**config.mk**
```make
export PLATFORM = sky130hd
export DESIGN_NAME = frame_sum_reporter
export DESIGN_NICKNAME = d
export VERILOG_FILES = /design/src/rtl/frame_sum_reporter.sv
export SDC_FILE = /design/constraint.sdc
export NUM_CORES = 1
export LEC_CHECK = 0
export ABC_AREA = 1
export CORE_MARGIN = 2
export CORE_UTILIZATION = 25
export DETAILED_ROUTE_END_ITERATION = 8
export PLACE_DENSITY_LB_ADDON = 0.12
export SLEW_MARGIN = 20
export SYNTH_ARGS = -nofsm -noshare
export SYNTH_HDL_FRONTEND = slang
export SYNTH_SLANG_ARGS = --single-unit
```
**constraint.sdc**
```tcl
create_clock -name clk -period 7.6 [get_ports clk]
set_clock_uncertainty 0.2 [all_clocks]
set_input_delay 1.14 -clock clk [delete_from_list [all_inputs] [get_ports clk]]
set_output_delay 1.14 -clock clk [all_outputs]
set_load 0.005 [all_outputs]
```
**src/rtl/frame_sum_reporter.sv**
```systemverilog
// Frame sum reporter: sums every FRAME_LEN qualified samples, queues {seq, sum} results in a
// small FIFO behind a valid/ready port and counts frames lost to backpressure.
// Optional macro FRAME_PEAK_EN adds a per-frame peak sample (res_peak) to each queued result.
module frame_sum_reporter #(
  parameter int DATA_W     = 8,
  parameter int FRAME_LEN  = 8,
  parameter int SUM_W      = 11,
  parameter int FIFO_DEPTH = 4
) (
  input  logic              clk,
  input  logic              rst,
  input  logic              sample_valid,
  input  logic [DATA_W-1:0] sample,
  input  logic              flush,
  output logic              res_valid,
  input  logic              res_ready,
  output logic [SUM_W-1:0]  res_data,
  output logic [3:0]        res_seq,
  output logic [2:0]        fifo_level,
  output logic [7:0]        drop_cnt
`ifdef FRAME_PEAK_EN
  ,
  output logic [DATA_W-1:0] res_peak
`endif
);

  localparam int CNT_W = $clog2(FRAME_LEN);
  localparam int PTR_W = $clog2(FIFO_DEPTH);
`ifdef FRAME_PEAK_EN
  localparam int ENTRY_W = 4 + SUM_W + DATA_W;
`else
  localparam int ENTRY_W = 4 + SUM_W;
`endif

  logic [CNT_W-1:0]   cnt_reg;
  logic [SUM_W-1:0]   acc_reg;
  logic [3:0]         seq_reg;
  logic [7:0]         drop_reg;
  logic [2:0]         level_reg;
  logic               valid_reg;
  logic [PTR_W-1:0]   wr_ptr_reg;
  logic [PTR_W-1:0]   rd_ptr_reg;
  logic [ENTRY_W-1:0] head_reg;
  logic [ENTRY_W-1:0] mem [FIFO_DEPTH];

  logic               take;
  logic               last;
  logic               pop;
  logic               full;
  logic               push;
  logic [SUM_W-1:0]   sample_ext;
  logic [SUM_W-1:0]   sum_next;
  logic [ENTRY_W-1:0] push_entry;
  logic [PTR_W-1:0]   rd_next;
  logic [2:0]         level_next;
  logic [ENTRY_W-1:0] head_next;

  assign take       = sample_valid && !flush;
  assign last       = take && (cnt_reg == CNT_W'(FRAME_LEN - 1));
  assign sample_ext = SUM_W'(sample);
  assign sum_next   = (cnt_reg == '0) ? sample_ext : (acc_reg + sample_ext);

  // A full FIFO still accepts a closing frame when the head leaves in the same cycle.
  assign pop        = valid_reg && res_ready;
  assign full       = (level_reg == 3'(FIFO_DEPTH));
  assign push       = last && (!full || pop);
  assign rd_next    = rd_ptr_reg + PTR_W'(pop);
  assign level_next = level_reg + 3'(push) - 3'(pop);

`ifdef FRAME_PEAK_EN
  logic [DATA_W-1:0] peak_reg;
  logic [DATA_W-1:0] peak_cur;

  assign peak_cur   = (cnt_reg == '0) ? sample :
                      ((sample > peak_reg) ? sample : peak_reg);
  assign push_entry = {seq_reg, sum_next, peak_cur};

  always_ff @(posedge clk or posedge rst) begin
    if (rst) begin
      peak_reg <= '0;
    end else if (flush) begin
      peak_reg <= '0;
    end else if (take) begin
      peak_reg <= peak_cur;
    end
  end

  assign res_peak = head_reg[DATA_W-1:0];
`else
  assign push_entry = {seq_reg, sum_next};
`endif

  // Frame accumulator, sample counter and sequence tag.
  always_ff @(posedge clk or posedge rst) begin
    if (rst) begin
      cnt_reg <= '0;
      acc_reg <= '0;
      seq_reg <= '0;
    end else if (flush) begin
      cnt_reg <= '0;
      acc_reg <= '0;
    end else if (take) begin
      acc_reg <= sum_next;
      cnt_reg <= cnt_reg + 1'b1;
      if (last) begin
        seq_reg <= seq_reg + 4'd1;
      end
    end
  end

  always_ff @(posedge clk or posedge rst) begin
    if (rst) begin
      drop_reg <= '0;
    end else if (last && !push && (drop_reg != 8'hFF)) begin
      drop_reg <= drop_reg + 8'd1;
    end
  end

  // Storage has no reset; it is only read once a push has made the slot valid.
  generate
    for (genvar gi = 0; gi < FIFO_DEPTH; gi++) begin : g_mem
      always_ff @(posedge clk) begin
        if (push && (wr_ptr_reg == PTR_W'(gi))) begin
          mem[gi] <= push_entry;
        end
      end
    end
  endgenerate

  // Next head: the entry being written this cycle if it lands at the new read slot.
  always_comb begin
    head_next = head_reg;
    if (level_next != 3'd0) begin
      if (push && (wr_ptr_reg == rd_next)) begin
        head_next = push_entry;
      end else begin
        head_next = mem[rd_next];
      end
    end
  end

  always_ff @(posedge clk or posedge rst) begin
    if (rst) begin
      wr_ptr_reg <= '0;
      rd_ptr_reg <= '0;
      level_reg  <= '0;
      valid_reg  <= 1'b0;
      head_reg   <= '0;
    end else begin
      if (push) begin
        wr_ptr_reg <= wr_ptr_reg + 1'b1;
      end
      rd_ptr_reg <= rd_next;
      level_reg  <= level_next;
      valid_reg  <= (level_next != 3'd0);
      head_reg   <= head_next;
    end
  end

  assign res_valid  = valid_reg;
  assign fifo_level = level_reg;
  assign drop_cnt   = drop_reg;
  assign res_seq    = head_reg[ENTRY_W-1 -: 4];
  assign res_data   = head_reg[ENTRY_W-5 -: SUM_W];

endmodule

```
==> metrics.csv, run 1 <==
stage;metric;value;unit
grt;pin_count_of_the_biggest_net_entering_global_routing;50;
cells_and_area;finalNetCount;608;
cells_and_area;num-fill-cells;2201;
synthesis;postSynth.asyncResetShare;0.450;
sta;max_clock_freq;0.233;GHz
routing;top_layer_used;met4;
power_and_ir_drop;power_leakage;0.00264;µW
grt;grt_overflow_total;0;
setup_path;critical_path.max_fanout;19;
setup_path;crit_path_end_kind;flop;
setup_path;cp_slowest_cell;nor3_4;
sta;maxSlewViolCount;0;
cts;clock-sinks;109;
place;port-buffer-count;39;
synthesis;avgSynthCellArea;9.85;µm²
cts;buffers_inserted_by_post_cts_timing_repair;0;
setup_path;setup.worst_path.class;input pin to flop;
synthesis;yosys_most_used_dff;edfxtp_1;
place;finalWeightedCongestion;0.760;
cts;cts_tree;yes;
sta;maxSlewHeadroom;0.260;
run;max-cap-violations;0;
cells_and_area;mostFrequentLayoutCell;nand2_1;
setup_path;max_stage_delay;0.76;ns
setup_path;critical-path-top-cell-by-count;ha_1;
cts;post_cts_hold_fix_bufs;0;
cts;cts.reportedPaths.clkPinSlew;0.07;ns
die;width_of_the_chip;149;µm
synthesis;post_synth_num_cell_types;38;
setup_path;setup.worst_path.start_class;input pin;
synthesis;synth-edff-count;60;
cells_and_area;syn2layout_area_growth;18.6;%
cells_and_area;largest_register_ffs;60;
routing;detail-route-antenna-nets;0;
cts;cts.repair.resized;0;
die;std_cell_rows;53;
routing;drt_pre_antenna_iters;4;
synthesis;syn-num-nets;568;
cells_and_area;final_layout_size_suffix_gt1_frac;0.0796;
synthesis;postSynthRegisterBits;109;
die;initial_core_util;0.252;
sta;setup_total_negative_slack;0;ns
cts;cts_made_buffers;9;
routing;met1_length;6080;µm
setup_path;cell_by_cell_trace_of_the_critical_path;clkdlybuf4s50_1, nand2_2, nor2_8, nand2_4, ha_1, inv_1, ha_1, fa_1, nor3_4, inv_4, nor2_1, a31oi_1;
setup_path;worstPathBufferInverterCount;3;
die;fp.dieArea;22200;µm²
setup_path;crit_arrival;4.32;ns
sta;holdWs;0.292;ns
die;design.core.area;20800;µm²
routing;met2RoutedLength;6490;µm
hold_path;hold_path.startpoint;acc_reg[3];
cells_and_area;layout.cells.most_common_list;nand2_1 (148), edfxtp_1 (60), inv_1 (51), nand3_1 (49), dfrtp_1 (49);
routing;viasPerCell;4.35;
die;pin_count;40;
run_status;run_status;complete, no violations;
synthesis;ys.warnings.count;0;
synthesis;synth-seq-area-share;0.577;
setup_path;required;7.63;ns
routing;detail_route.iter0.violations;186;
power_and_ir_drop;power.total;1980;µW
grt;antenna_found_initial;0;
sta;finalCritPeriodShare;0.565;
grt;grt_pass1_vias;3786;
sta;worst-slew-pin-transition;1.11;ns
cells_and_area;final-instance-count-excl-fill;853;
synthesis;area_of_the_mapped_netlist;5250;µm²
sta;time_the_worst_path_needs_with_i_o_delays_and_setup;4.29;ns
grt;grt_use_total;0.126;
cts;later_pin_clock_latency_in_the_skew_report;0.35;ns
power_and_ir_drop;irDropWorstVdd;0.000138;V
synthesis;synthesis.instances;533;
routing;route.final.wire_length;13200;µm
sta;rsz0062_at_grt;false;
routing;routed-wl-met3;420;µm
die;dieHeight;149;µm
setup_path;critical_path.reg2reg.startpoint;cnt_reg[0];
routing;route.vias.total;3710;
sta;final_setup_vio_count;0;
routing;avgRoutedWirePerCell;15.5;µm
setup_path;crit_start;sample_valid;
hold_path;hold_path_class;flop to flop;
cts;cts-root-to-sink-buffers;2;
cts;depth_of_the_cts_h_tree;3;
setup_path;cpLargestDelayFamily;simple AND/OR/NAND/NOR gates;
routing;detail_route.drc_violations;0;
cts;root_buf_cell;clkbuf_16;
sta;timing.final.hold_violations;0;
place;half_perimeter_wire_length_after_placement;8580;µm
grt;global_route_wire_length_before_repair;21100;µm
place;placedCellCount;837;
cells_and_area;num_antenna_cells;0;
power_and_ir_drop;p_per_area;318;nW/µm²
-- tightest hold or removal path: stages (launching register included) --
cell,delay [ns]
dfrtp_1,0.35
nand2_1,0.05
nand2_1,0.06
-- through the flow --
step	setup WS (ns)	util	area, µm²
2_1_floorplan	4.03	-	5250
3_3_place_gp	3.00	0.285	5930
3_5_place_dp	2.87	0.285	5930
4_1_cts	3.24	0.299	6220
5_1_grt	3.02	0.299	6220
6_report	3.31	0.299	6220
-- kinds of logic (layout without fill, tap and decap cells) --
kind of cell | after synthesis | after routing | synth area share
flip-flops | 109 | 109 | 0.577
multiplexers | 2 | 2 | 0.00429
buffers and inverters | 67 | 112 | 0.0553
adder cells (fa/ha/maj) | 22 | 22 | 0.0553
AND/OR/NAND/NOR | 267 | 267 | 0.227
XOR/XNOR | 15 | 15 | 0.0279
AO/OA/AOI/OAI | 51 | 51 | 0.0534
-- synthesized netlist by cell type, types with 2 or more instances --
cell type  instances  area (µm²)
a21oi_1           16        80.1
a31oi_1            3        18.8
buf_2              5        25.0
buf_6              4        45.0
clkbuf_1           4        15.0
dfrtp_1           49        1230
edfxtp_1          60        1800
fa_1               2        40.0
ha_1              20         250
inv_1             52         195
mux2_2             2        22.5
nand2_1          148         556
nand2_2            6        37.5
nand3_1           49         245
nand3b_1           6        45.0
nand4_1            3        18.8
nor2_1            39         146
nor2_2             2        12.5
o211ai_1           4        30.0
o21ai_0           20         100
o21ai_1            2        10.0
o22ai_1            4        25.0
or2_0              2        12.5
or2_2              6        37.5
xnor2_1            6        52.6
xor2_1             7        61.3
-- routing by layer --
layer | track usage | vias to the layer above
met3 | 0.0318 | 10
met5 | 0 | -
met1 | 0.157 | 1817
met4 | 0.0386 | 0
met2 | 0.217 | 54
li1 | - | 1829
-- power by group --
group	switching (µW)	internal (µW)
clock network	213	258
logic	453	299
registers	54.9	702
-- final cells by class --
cell class | count | area [µm²] | area share
Sequential cell | 109 | 3030 | 0.487
Inverter | 54 | 205 | 0.0330
Tap cell | 275 | 344 | 0.0553
Multi-Input combinational cell | 357 | 1940 | 0.313
Clock buffer | 13 | 240 | 0.0386
Timing Repair Buffer | 42 | 413 | 0.0664
Clock inverter | 3 | 46.3 | 0.00744
-- worst paths after layout --
kind	to	slack, ns	cells past startpoint
setup / recovery	head_reg[1]	3.31	12
hold / removal	acc_reg[3]	0.29	2
setup reg to reg	head_reg[1]	4.02	13
hold reg to reg	acc_reg[3]	0.29	2
max in group asynchronous	head_reg[9]	5.59	3
min in group asynchronous	acc_reg[0]	1.12	3
Power figures use the tool's default switching activity.
==> inputs of run 2 (changes only) <==
==> constraint.sdc (replaced) <==
create_clock -name clk -period 3.7 [get_ports clk]
set_clock_uncertainty 0.2 [all_clocks]
set_input_delay 0.555 -clock clk [delete_from_list [all_inputs] [get_ports clk]]
set_output_delay 0.555 -clock clk [all_outputs]
set_load 0.005 [all_outputs]
==> metrics.csv, run 2 (synthesis results as in run 1) <==
stage;metric;value;unit
setup_path;timing.reg2reg.setup_slack;0.63;ns
sta;setup_total_negative_slack;0;ns
hold_path;hold_path_class;flop to flop;
cells_and_area;final_layout_size_suffix_gt1_frac;0.0934;
place;finalWeightedCongestion;0.748;
cells_and_area;largest_register_ffs;60;
routing;viasPerCell;4.23;
setup_path;crit_path_end_kind;flop;
power_and_ir_drop;irDropWorstVdd;0.000212;V
hold_path;hold_ep;acc_reg[5];
setup_path;crit_arrival;3.12;ns
setup_path;setup.worst_path.class;input pin to flop;
die;pin_count;40;
hold_path;min_delay_path_depth;2;
cells_and_area;layout.cells.most_common_list;nand2_1 (148), edfxtp_1 (60), inv_1 (51), nand3_1 (49), dfrtp_1 (49);
grt;grt_overflow_total;0;
setup_path;critical_path.max_fanout;19;
grt;pin_count_of_the_biggest_net_entering_global_routing;32;
routing;route.vias.total;3655;
cells_and_area;syn2layout_area_growth;20.7;%
run;max-cap-violations;0;
setup_path;worstReg2RegEnd;head_reg[13];
cells_and_area;mostFrequentLayoutCell;nand2_1;
grt;antenna_found_initial;0;
power_and_ir_drop;power_leakage;0.00273;µW
cts;root_buf_cell;clkbuf_16;
setup_path;setup.worst_path.start_class;input pin;
sta;finalCritPeriodShare;0.833;
run_status;run_status;complete, no violations;
sta;time_the_worst_path_needs_with_i_o_delays_and_setup;3.08;ns
routing;detail_route.drc_violations;0;
cts;post_cts_hold_fix_bufs;0;
setup_path;cell_by_cell_trace_of_the_critical_path;clkdlybuf4s50_1, nand2_2, nor2_8, nand2_4, ha_1, inv_1, ha_1, fa_1, nor3_4, buf_12, inv_4, nor2_1, a21oi_1;
routing;detail-route-antenna-nets;0;
cells_and_area;num-fill-cells;2210;
setup_path;critical-path-top-cell-by-count;ha_1;
cts;cts.repair.resized;0;
place;half_perimeter_wire_length_after_placement;8830;µm
die;design.core.area;20800;µm²
sta;maxSlewHeadroom;0.429;
cts;later_pin_clock_latency_in_the_skew_report;0.35;ns
cts;depth_of_the_cts_h_tree;3;
setup_path;cp_slowest_cell;clkdlybuf4s50_1;
cts;clock-sinks;109;
die;initial_core_util;0.252;
setup_path;critical_path.reg2reg.startpoint;cnt_reg[0];
die;width_of_the_chip;149;µm
cells_and_area;design_area;6330;µm²
cells_and_area;multi_input_area;1930;µm²
sta;rsz0062_at_grt;false;
cts;cts.reportedPaths.clkPinSlew;0.07;ns
cells_and_area;finalNetCount;619;
routing;detail_route.iter0.violations;226;
place;port-buffer-count;39;
cts;cts_tree;yes;
power_and_ir_drop;p_per_area;663;nW/µm²
sta;worst-slew-pin-transition;0.847;ns
routing;avgRoutedWirePerCell;15.3;µm
cells_and_area;sequential_cell_area;3030;µm²
die;std_cell_rows;53;
routing;route.final.wire_length;13200;µm
sta;holdWs;0.286;ns
cells_and_area;num_antenna_cells;0;
setup_path;max_stage_delay;0.50;ns
sta;max_clock_freq;0.325;GHz
hold_path;hold_path.startpoint;acc_reg[5];
sta;maxSlewViolCount;0;
setup_path;required;3.74;ns
grt;grt_use_total;0.126;
cts;cts-root-to-sink-buffers;2;
place;placedCellCount;848;
setup_path;rr_worst_depth;14;
sta;final_setup_vio_count;0;
grt;grt_pass1_vias;3624;
die;dieHeight;149;µm
sta;timing.final.hold_violations;0;
grt;global_route_wire_length_before_repair;20900;µm
cells_and_area;final-instance-count-excl-fill;864;
die;fp.dieArea;22200;µm²
cts;buffers_inserted_by_post_cts_timing_repair;0;
power_and_ir_drop;power.total;4200;µW
place;place_area;6010;µm²
cts;cts_made_buffers;9;
routing;drt_pre_antenna_iters;4;
-- run 2: changes by cell type in the layout (fill, tap and decap cells not counted), moves of 2 or more --
cell and delta:
buf_4 +10, nor2_1 +4, nor2_2 -3, clkbuf_1 -2
-- run 2: layout make-up --
| cell class | instances | share of cell area |
|---|---|---|
| Sequential cell | 109 | 0.478 |
| Multi-Input combinational cell | 357 | 0.305 |
| Timing Repair Buffer | 53 | 0.0802 |
| Tap cell | 275 | 0.0543 |
| Clock buffer | 12 | 0.0389 |
| Inverter | 54 | 0.0324 |
| Clock inverter | 4 | 0.0117 |
-- run 2: through the flow --
step	utilization	setup slack [ns]
finish	0.304	0.619
global route	0.304	0.392
CTS	0.304	0.610
detailed placement	0.289	0.237
global placement	0.289	0.296
floorplan	-	0.716
-- run 2: worst max-delay path, delay by kind of cell --
| kind | cells | cell delay (ns) |
|---|---|---|
| compound gates | 1 | 0.05 |
| fa+ha+maj | 3 | 0.98 |
| buf+inv | 4 | 0.82 |
| simple gates | 5 | 0.71 |
-- run 2: how the worst max path moves through the flow --
stage                      start            to
floorplan                  flush   head_reg[0]
global placement    sample_valid   head_reg[0]
detailed placement  sample_valid  head_reg[13]
CTS                 sample_valid  head_reg[13]
global route          cnt_reg[0]   head_reg[2]
finish              sample_valid  head_reg[13]
-- run 2: routing by layer --
layer  share of wire  GRT usage
met5               0          0
met4          0.0085     0.0286
met3           0.037     0.0303
met2            0.48      0.204
met1            0.47      0.170
-- run 2: power by group --
| part | total, µW | switching (µW) | internal, µW |
|---|---|---|---|
| logic | 1600 | 927 | 673 |
| clock network | 1050 | 439 | 613 |
| registers | 1550 | 109 | 1440 |
| total | 4200 | 1470 | 2730 |
